**config.mk**
```make
export PLATFORM = sky130hd
export DESIGN_NAME = memory_access_unit_flat
export DESIGN_NICKNAME = d
export VERILOG_FILES = /design/src/rtl/memory_access_unit_if.sv /design/src/rtl/memory_access_unit.sv /design/src/flat_wrapper.sv
export SDC_FILE = /design/constraint.sdc
export NUM_CORES = 1
export LEC_CHECK = 0
export ABC_CLOCK_PERIOD_IN_PS = 2200
export BUFFER_PORTS_ARGS = -buffer_cell sky130_fd_sc_hd__clkbuf_2
export CAP_MARGIN = 20
export CORE_UTILIZATION = 45
export DETAILED_ROUTE_END_ITERATION = 6
export PLACE_DENSITY_LB_ADDON = 0.2
export SLEW_MARGIN = 20
export SYNTH_ARGS = -nofsm -noshare
export SYNTH_HDL_FRONTEND = slang
export SYNTH_SLANG_ARGS = --single-unit
```
**constraint.sdc**
```tcl
create_clock -name clk -period 2.2 [get_ports clk]
set_input_delay 0.44 -clock clk [delete_from_list [all_inputs] [get_ports clk]]
set_output_delay 0.44 -clock clk [all_outputs]
set_load 0.01 [all_outputs]
```
**src/rtl/memory_access_unit_if.sv**
```systemverilog
`default_nettype none
// ============================================================================
// Module   : memory_access_unit_if
// Purpose  : Data bus bundle between the memory stage and the data memory.
//            Avalon-style read/write strobes with a waitrequest handshake.
// Signals  : data_address     word-aligned byte address (master -> slave)
//            data_read        read strobe               (master -> slave)
//            data_write       write strobe              (master -> slave)
//            data_writedata   lane-steered store data   (master -> slave)
//            data_byteenable  active byte lanes         (master -> slave)
//            data_waitrequest access not yet complete   (slave -> master)
//            data_readdata    read data                 (slave -> master)
// Revision : 1.0 - initial release
// ============================================================================
interface memory_access_unit_if #(
  parameter int ADDR_WIDTH = 32
);
  logic [ADDR_WIDTH-1:0] data_address;
  logic                  data_read;
  logic                  data_write;
  logic [31:0]           data_writedata;
  logic [3:0]            data_byteenable;
  logic                  data_waitrequest;
  logic [31:0]           data_readdata;

  modport master (
    output data_address, data_read, data_write, data_writedata, data_byteenable,
    input  data_waitrequest, data_readdata
  );

  modport slave (
    input  data_address, data_read, data_write, data_writedata, data_byteenable,
    output data_waitrequest, data_readdata
  );
endinterface
`default_nettype wire

```
**src/rtl/memory_access_unit.sv**
```systemverilog
`default_nettype none
// ============================================================================
// Module   : memory_access_unit
// Purpose  : Memory pipeline stage. Issues one load/store per instruction on
//            the data bus, stalls upstream stages until the bus completes,
//            steers store lanes and aligns/extends load data for MEM/WB.
// Ports    : clk, reset                  clock, synchronous active-high reset
//            memory_to_register_memory   load request
//            memory_write_memory         store request (wins over load)
//            access_size_memory          00 byte, 01 half, 1x word
//            load_unsigned_memory        1 = zero-extend load result
//            ALU_output_memory           effective byte address
//            write_data_memory           store data (low bits for byte/half)
//            bus                         data bus, master side
//            read_data_memory            aligned, extended load result
//            stall_memory                hold upstream pipeline registers
//            address_error_memory        misaligned request (IDLE only)
// Revision : 1.0 - initial release
// ============================================================================
module memory_access_unit #(
  parameter int ADDR_WIDTH = 32
) (
  input  logic                        clk,
  input  logic                        reset,
  input  logic                        memory_to_register_memory,
  input  logic                        memory_write_memory,
  input  logic [1:0]                  access_size_memory,
  input  logic                        load_unsigned_memory,
  input  logic [31:0]                 ALU_output_memory,
  input  logic [31:0]                 write_data_memory,
  memory_access_unit_if.master        bus,
  output logic [31:0]                 read_data_memory,
  output logic                        stall_memory,
  output logic                        address_error_memory
);

  typedef enum logic [1:0] {
    IDLE = 2'd0,
    BUS  = 2'd1,
    DONE = 2'd2
  } state_t;

  state_t                state_q;
  logic [ADDR_WIDTH-1:0] addr_q;
  logic                  read_q;
  logic                  write_q;
  logic [31:0]           writedata_q;
  logic [3:0]            byteenable_q;
  logic [31:0]           rdata_q;
  logic [1:0]            size_q;
  logic                  unsigned_q;
  logic [1:0]            offset_q;

  logic                  request_d;
  logic                  misaligned_d;
  logic                  accept_d;
  logic [3:0]            byteenable_d;
  logic [31:0]           writedata_d;
  logic [31:0]           shifted_d;
  logic [31:0]           load_d;
  logic [ADDR_WIDTH-1:0] word_addr_d;

  // Bus address is the effective address with the byte offset cleared,
  // truncated or zero-extended to the bus width.
  generate
    if (ADDR_WIDTH <= 32) begin : g_addr_narrow
      assign word_addr_d = {ALU_output_memory[ADDR_WIDTH-1:2], 2'b00};
    end else begin : g_addr_wide
      assign word_addr_d = {{(ADDR_WIDTH-32){1'b0}}, ALU_output_memory[31:2], 2'b00};
    end
  endgenerate

  always_comb begin
    request_d = memory_write_memory | memory_to_register_memory;
    case (access_size_memory)
      2'b00: begin
        misaligned_d = 1'b0;
        byteenable_d = 4'b0001 << ALU_output_memory[1:0];
        writedata_d  = {4{write_data_memory[7:0]}};
      end
      2'b01: begin
        misaligned_d = ALU_output_memory[0];
        byteenable_d = ALU_output_memory[1] ? 4'b1100 : 4'b0011;
        writedata_d  = {2{write_data_memory[15:0]}};
      end
      default: begin
        misaligned_d = |ALU_output_memory[1:0];
        byteenable_d = 4'b1111;
        writedata_d  = write_data_memory;
      end
    endcase
    accept_d = (state_q == IDLE) & request_d & ~misaligned_d;

    // Move the addressed lane down to bit 0, then extend to 32 bits.
    shifted_d = bus.data_readdata >> {offset_q, 3'b000};
    case (size_q)
      2'b00:   load_d = unsigned_q ? {24'd0, shifted_d[7:0]}
                                   : {{24{shifted_d[7]}}, shifted_d[7:0]};
      2'b01:   load_d = unsigned_q ? {16'd0, shifted_d[15:0]}
                                   : {{16{shifted_d[15]}}, shifted_d[15:0]};
      default: load_d = shifted_d;
    endcase
  end

  // Stall is combinational in IDLE so the upstream registers hold in the
  // very cycle the request is first seen; DONE releases them for one cycle.
  assign address_error_memory = (state_q == IDLE) & request_d & misaligned_d;
  assign stall_memory         = accept_d | (state_q == BUS);

  always_ff @(posedge clk) begin
    if (reset) begin
      state_q      <= IDLE;
      addr_q       <= '0;
      read_q       <= 1'b0;
      write_q      <= 1'b0;
      writedata_q  <= 32'd0;
      byteenable_q <= 4'd0;
      rdata_q      <= 32'd0;
      size_q       <= 2'd0;
      unsigned_q   <= 1'b0;
      offset_q     <= 2'd0;
    end else begin
      case (state_q)
        IDLE: begin
          if (accept_d) begin
            addr_q       <= word_addr_d;
            write_q      <= memory_write_memory;
            read_q       <= ~memory_write_memory;  // store wins over load
            writedata_q  <= writedata_d;
            byteenable_q <= byteenable_d;
            size_q       <= access_size_memory;
            unsigned_q   <= load_unsigned_memory;
            offset_q     <= ALU_output_memory[1:0];
            state_q      <= BUS;
          end
        end
        BUS: begin
          if (!bus.data_waitrequest) begin
            read_q  <= 1'b0;
            write_q <= 1'b0;
            if (read_q) begin
              rdata_q <= load_d;
            end
            state_q <= DONE;
          end
        end
        // Always return to IDLE so the retiring instruction is not re-issued.
        DONE:    state_q <= IDLE;
        default: state_q <= IDLE;
      endcase
    end
  end

  assign bus.data_address    = addr_q;
  assign bus.data_read       = read_q;
  assign bus.data_write      = write_q;
  assign bus.data_writedata  = writedata_q;
  assign bus.data_byteenable = byteenable_q;
  assign read_data_memory    = rdata_q;

endmodule
`default_nettype wire

```
**src/flat_wrapper.sv**
```systemverilog
// flat-port wrapper written by rule: the top's interface ports become plain ports
module memory_access_unit_flat 
#(
  parameter int ADDR_WIDTH = 32
)
  (clk, reset, memory_to_register_memory, memory_write_memory, access_size_memory, load_unsigned_memory, ALU_output_memory, write_data_memory, read_data_memory, stall_memory, address_error_memory, bus_data_address, bus_data_read, bus_data_write, bus_data_writedata, bus_data_byteenable, bus_data_waitrequest, bus_data_readdata);
  memory_access_unit_if #(.ADDR_WIDTH(ADDR_WIDTH)) bus_i ();
  input  logic clk;
  input  logic reset;
  input  logic memory_to_register_memory;
  input  logic memory_write_memory;
  input  logic [1:0] access_size_memory;
  input  logic load_unsigned_memory;
  input  logic [31:0] ALU_output_memory;
  input  logic [31:0] write_data_memory;
  output logic [31:0] read_data_memory;
  output logic stall_memory;
  output logic address_error_memory;
  output wire logic [$bits(bus_i.data_address)-1:0] bus_data_address;
  output wire logic [$bits(bus_i.data_read)-1:0] bus_data_read;
  output wire logic [$bits(bus_i.data_write)-1:0] bus_data_write;
  output wire logic [$bits(bus_i.data_writedata)-1:0] bus_data_writedata;
  output wire logic [$bits(bus_i.data_byteenable)-1:0] bus_data_byteenable;
  input wire logic [$bits(bus_i.data_waitrequest)-1:0] bus_data_waitrequest;
  input wire logic [$bits(bus_i.data_readdata)-1:0] bus_data_readdata;
  assign bus_data_address = bus_i.data_address;
  assign bus_data_read = bus_i.data_read;
  assign bus_data_write = bus_i.data_write;
  assign bus_data_writedata = bus_i.data_writedata;
  assign bus_data_byteenable = bus_i.data_byteenable;
  assign bus_i.data_waitrequest = bus_data_waitrequest;
  assign bus_i.data_readdata = bus_data_readdata;
  memory_access_unit #(.ADDR_WIDTH(ADDR_WIDTH)) u_core (.clk(clk), .reset(reset), .memory_to_register_memory(memory_to_register_memory), .memory_write_memory(memory_write_memory), .access_size_memory(access_size_memory), .load_unsigned_memory(load_unsigned_memory), .ALU_output_memory(ALU_output_memory), .write_data_memory(write_data_memory), .bus(bus_i), .read_data_memory(read_data_memory), .stall_memory(stall_memory), .address_error_memory(address_error_memory));
endmodule
```
==> results_dict.tcl <==
set metrics [dict create \
    status "finished clean" \
    finalHoldViolCount 0 \
    layoutNonFillerInstCount 887 \
    r2r_slack_ns 0.45 \
    final.period_utilization 0.860 \
    yosysWarnings 0 \
    gp_congestion 0.894 \
    clkPwrFrac 0.302 \
    grt_pass1_vias 4544 \
    grt_usage 0.249 \
    dieHeight_um 104 \
    min_path_cells 3 \
    htreeDepth 3 \
    rsz0062_at_grt "false" \
    tightest_slew_ns 0.690 \
    dpl.cell_count 871 \
    drc_errors 0 \
    synth_largest_area_cell "dfxtp_1" \
    ys_seq_area_frac 0.454 \
    post_drt_via_cell_ratio 5.33 \
    antenna_found_initial 0 \
    initial_core_util 0.462 \
    yosysUniqueCellTypes 35 \
    p_leak_nw 2.62 \
    clk_transition_reported_paths_ns 0.10 \
    switching_share 0.297 \
    arrival_ns 1.45 \
    synth-seq-cells 107 \
    ff2ff_path_depth 3 \
    dieArea_sq_um 10900 \
    power_per_cell_area_nw_per_um2 696 \
    holdCritPathClass "input pin to register" \
    comb_power_share 0.193 \
    slew_viol_final 0 \
    vdd_drop_max_mv 0.345 \
    critPathMaxFanout 4 \
    overflow 0 \
    post-cts-setup-buffers 0 \
    grt_max_degree 92 \
    power.total_mw 4.19 \
    drive_gt1_frac 0.336 \
    drt_iter0_drc 263 \
    cp-start-kind "register" \
    cts_tree "done" \
    ant_nets 0 \
    coreArea_sq_um 10200 \
    syn_inst 568 \
    critPathKind "register to primary output" \
    maxCapViolations 0 \
    seq_power_share 0.505 \
    nets 850 \
    synth.cell_area_sq_um 4720 \
    ios 208 \
    fmax_ghz 0.528 \
    grt_pass1_wl_um 22000 \
    fp-row-count 37 \
    hold_end "u_core.bus.data_address[12]" \
    diodes 0 \
    area_growth_pct 27.5 \
    finClkSkew_ns 0.0101 \
    cts_buffers 9 \
    routedWlPerCell_um 15.2 \
    cts.root.buffer_cell "clkbuf_8" \
    dr_total_vias 4731 \
    intPower_mw 2.94 \
    avgSynthCellArea_sq_um 8.31 \
    cp.required_ns 1.76 \
    setup_viol 0 \
    die_w_um 104 \
    cts_hold_buf 0 \
    switchingPower_mw 1.24 \
    synth_top_area_frac 0.454 \
    synthTopCellsByArea "dfxtp_1 45%, nand2_1 10%, a21oi_1 9.3%" \
    cts_sinks 107 \
    cts_resized 0 \
    crit-reg2reg-launch "u_core.offset_q[1]" \
    clk_latency_ns 0.38 \
    setup_tns_ns 0 \
    dpl.hpwl_um 9680 \
    cp-end-kind "primary output" \
    drt-pass1-iter-count 6 \
    r2r-end "u_core.read_data_memory[18]" \
    slew-limit-headroom 0.539 \
    hold_start "ALU_output_memory[12]" \
    fin_crit_ns 1.89 \
    clk_path_buf_depth 2 \
    drt-total-wl_um 13500 \
    portBuffers 205 \
]
-- metal layers --
metal,vias to the layer above,routed length (um),global-route usage
li1,2332,-,-
met1,2160,5830,0.324
met2,205,6190,0.385
met3,34,1060,0.0627
met4,0,417,0.121
met5,-,0,0
-- power groups by stage --
stage,Clock (mW),Combinational (mW),Sequential [mW]
6_report,1.26,0.807,2.12
5_1_grt,1.38,0.891,2.13
4_1_cts,1.30,0.809,2.12
3_5_place_dp,0,0.806,2.16
3_3_place_gp,0,0.789,2.16
2_1_floorplan,0,0.445,2.20
-- critical path, cell delays in order, from the launching register on --
cell and delay (ns):
dfxtp_1 0.35, nor2_1 0.25, o21ai_0 0.17, a21oi_1 0.15, clkbuf_2 0.16
-- placed cells by master (no fill, tap or decap), types with 3 or more instances in the layout --
| cell type | instances |
|---|---|
| buf_4 | 12 |
| clkinv_4 | 3 |
| a21oi_1 | 88 |
| nor2b_1 | 3 |
| clkbuf_2 | 204 |
| o21ai_0 | 11 |
| nor2_1 | 46 |
| a211oi_2 | 3 |
| dfxtp_1 | 107 |
| o211ai_1 | 18 |
| mux2_2 | 8 |
| a211oi_1 | 21 |
| nand2_1 | 130 |
| clkbuf_8 | 10 |
| o2bb2ai_1 | 8 |
| nor3_1 | 10 |
| mux2i_1 | 32 |
| a311oi_1 | 11 |
-- flip-flops by register name, indices dropped and copies added (netlist names) --
register / count
u_core.read_data_memory: 32
u_core.size_q: 2
u_core.state_q: 2
u_core.bus.data_write: 1
u_core.bus.data_read: 1
u_core.unsigned_q: 1
u_core.bus.data_writedata: 32
u_core.offset_q: 2
u_core.bus.data_byteenable: 4
u_core.bus.data_address: 30
-- cells by family after synthesis --
group                  synth area share
AOI/OAI and AO/OA                 0.223
DFF                               0.454
and+or+nand+nor                   0.168
other                          0.000794
buffers and inverters            0.0580
muxes                            0.0965
-- area by class of cell --
class,instances,area [sq um]
clock buffer,10,138
clock inverter,6,72.6
fill,948,4210
inverter,3,11.3
multi-input combinational,407,2330
sequential,107,2140
tap,136,170
timing repair buffer,218,1150
-- synthesized netlist by cell type --
master,count
buf_2,24
nor2_1,46
a21o_1,1
nor2b_1,3
nand4bb_1,1
dfxtp_1,107
a211oi_2,3
or3_1,1
nand3b_1,2
a311oi_1,11
buf_4,6
a21oi_1,88
nor3_1,10
inv_1,2
clkinv_1,1
or2_2,1
o211ai_4,1
mux4_2,2
nand2_1,130
nor3b_2,1
o2111ai_1,1
a211oi_1,21
buf_6,2
o21ai_1,1
nand2b_1,2
o2111a_1,1
o21ai_0,11
buf_1,1
mux2_2,8
mux2i_1,32
conb_1,1
o21bai_1,1
o211ai_1,18
clkbuf_1,19
o2bb2ai_1,8
-- metrics by stage --
step / area (sq um) / setup slack (ns) / hold slack [ns] / util
final: 6020 / 0.308 / 0.265 / 0.588
after global routing: 6020 / 0.139 / 0.253 / 0.588
after CTS: 6020 / 0.276 / 0.255 / 0.588
after detailed placement: 5810 / 0.247 / 0.449 / 0.568
after global placement: 5810 / 0.342 / 0.442 / 0.568
after floorplan: 4730 / 0.666 / 0.449 / -
-- how the worst max path moves through the flow --
stage,startpoint,to,slack (ns),depth (start not counted)
after detailed placement,access_size_memory[1],u_core.bus.data_writedata[11],0.25,6
after global placement,access_size_memory[1],u_core.bus.data_writedata[9],0.34,6
final,u_core.state_q[0],address_error_memory,0.31,4
after floorplan,u_core.offset_q[1],u_core.read_data_memory[22],0.67,5
after global routing,u_core.state_q[0],address_error_memory,0.14,4
after CTS,u_core.state_q[0],address_error_memory,0.28,4
Note: power is estimated with default switching activity, not from simulation.
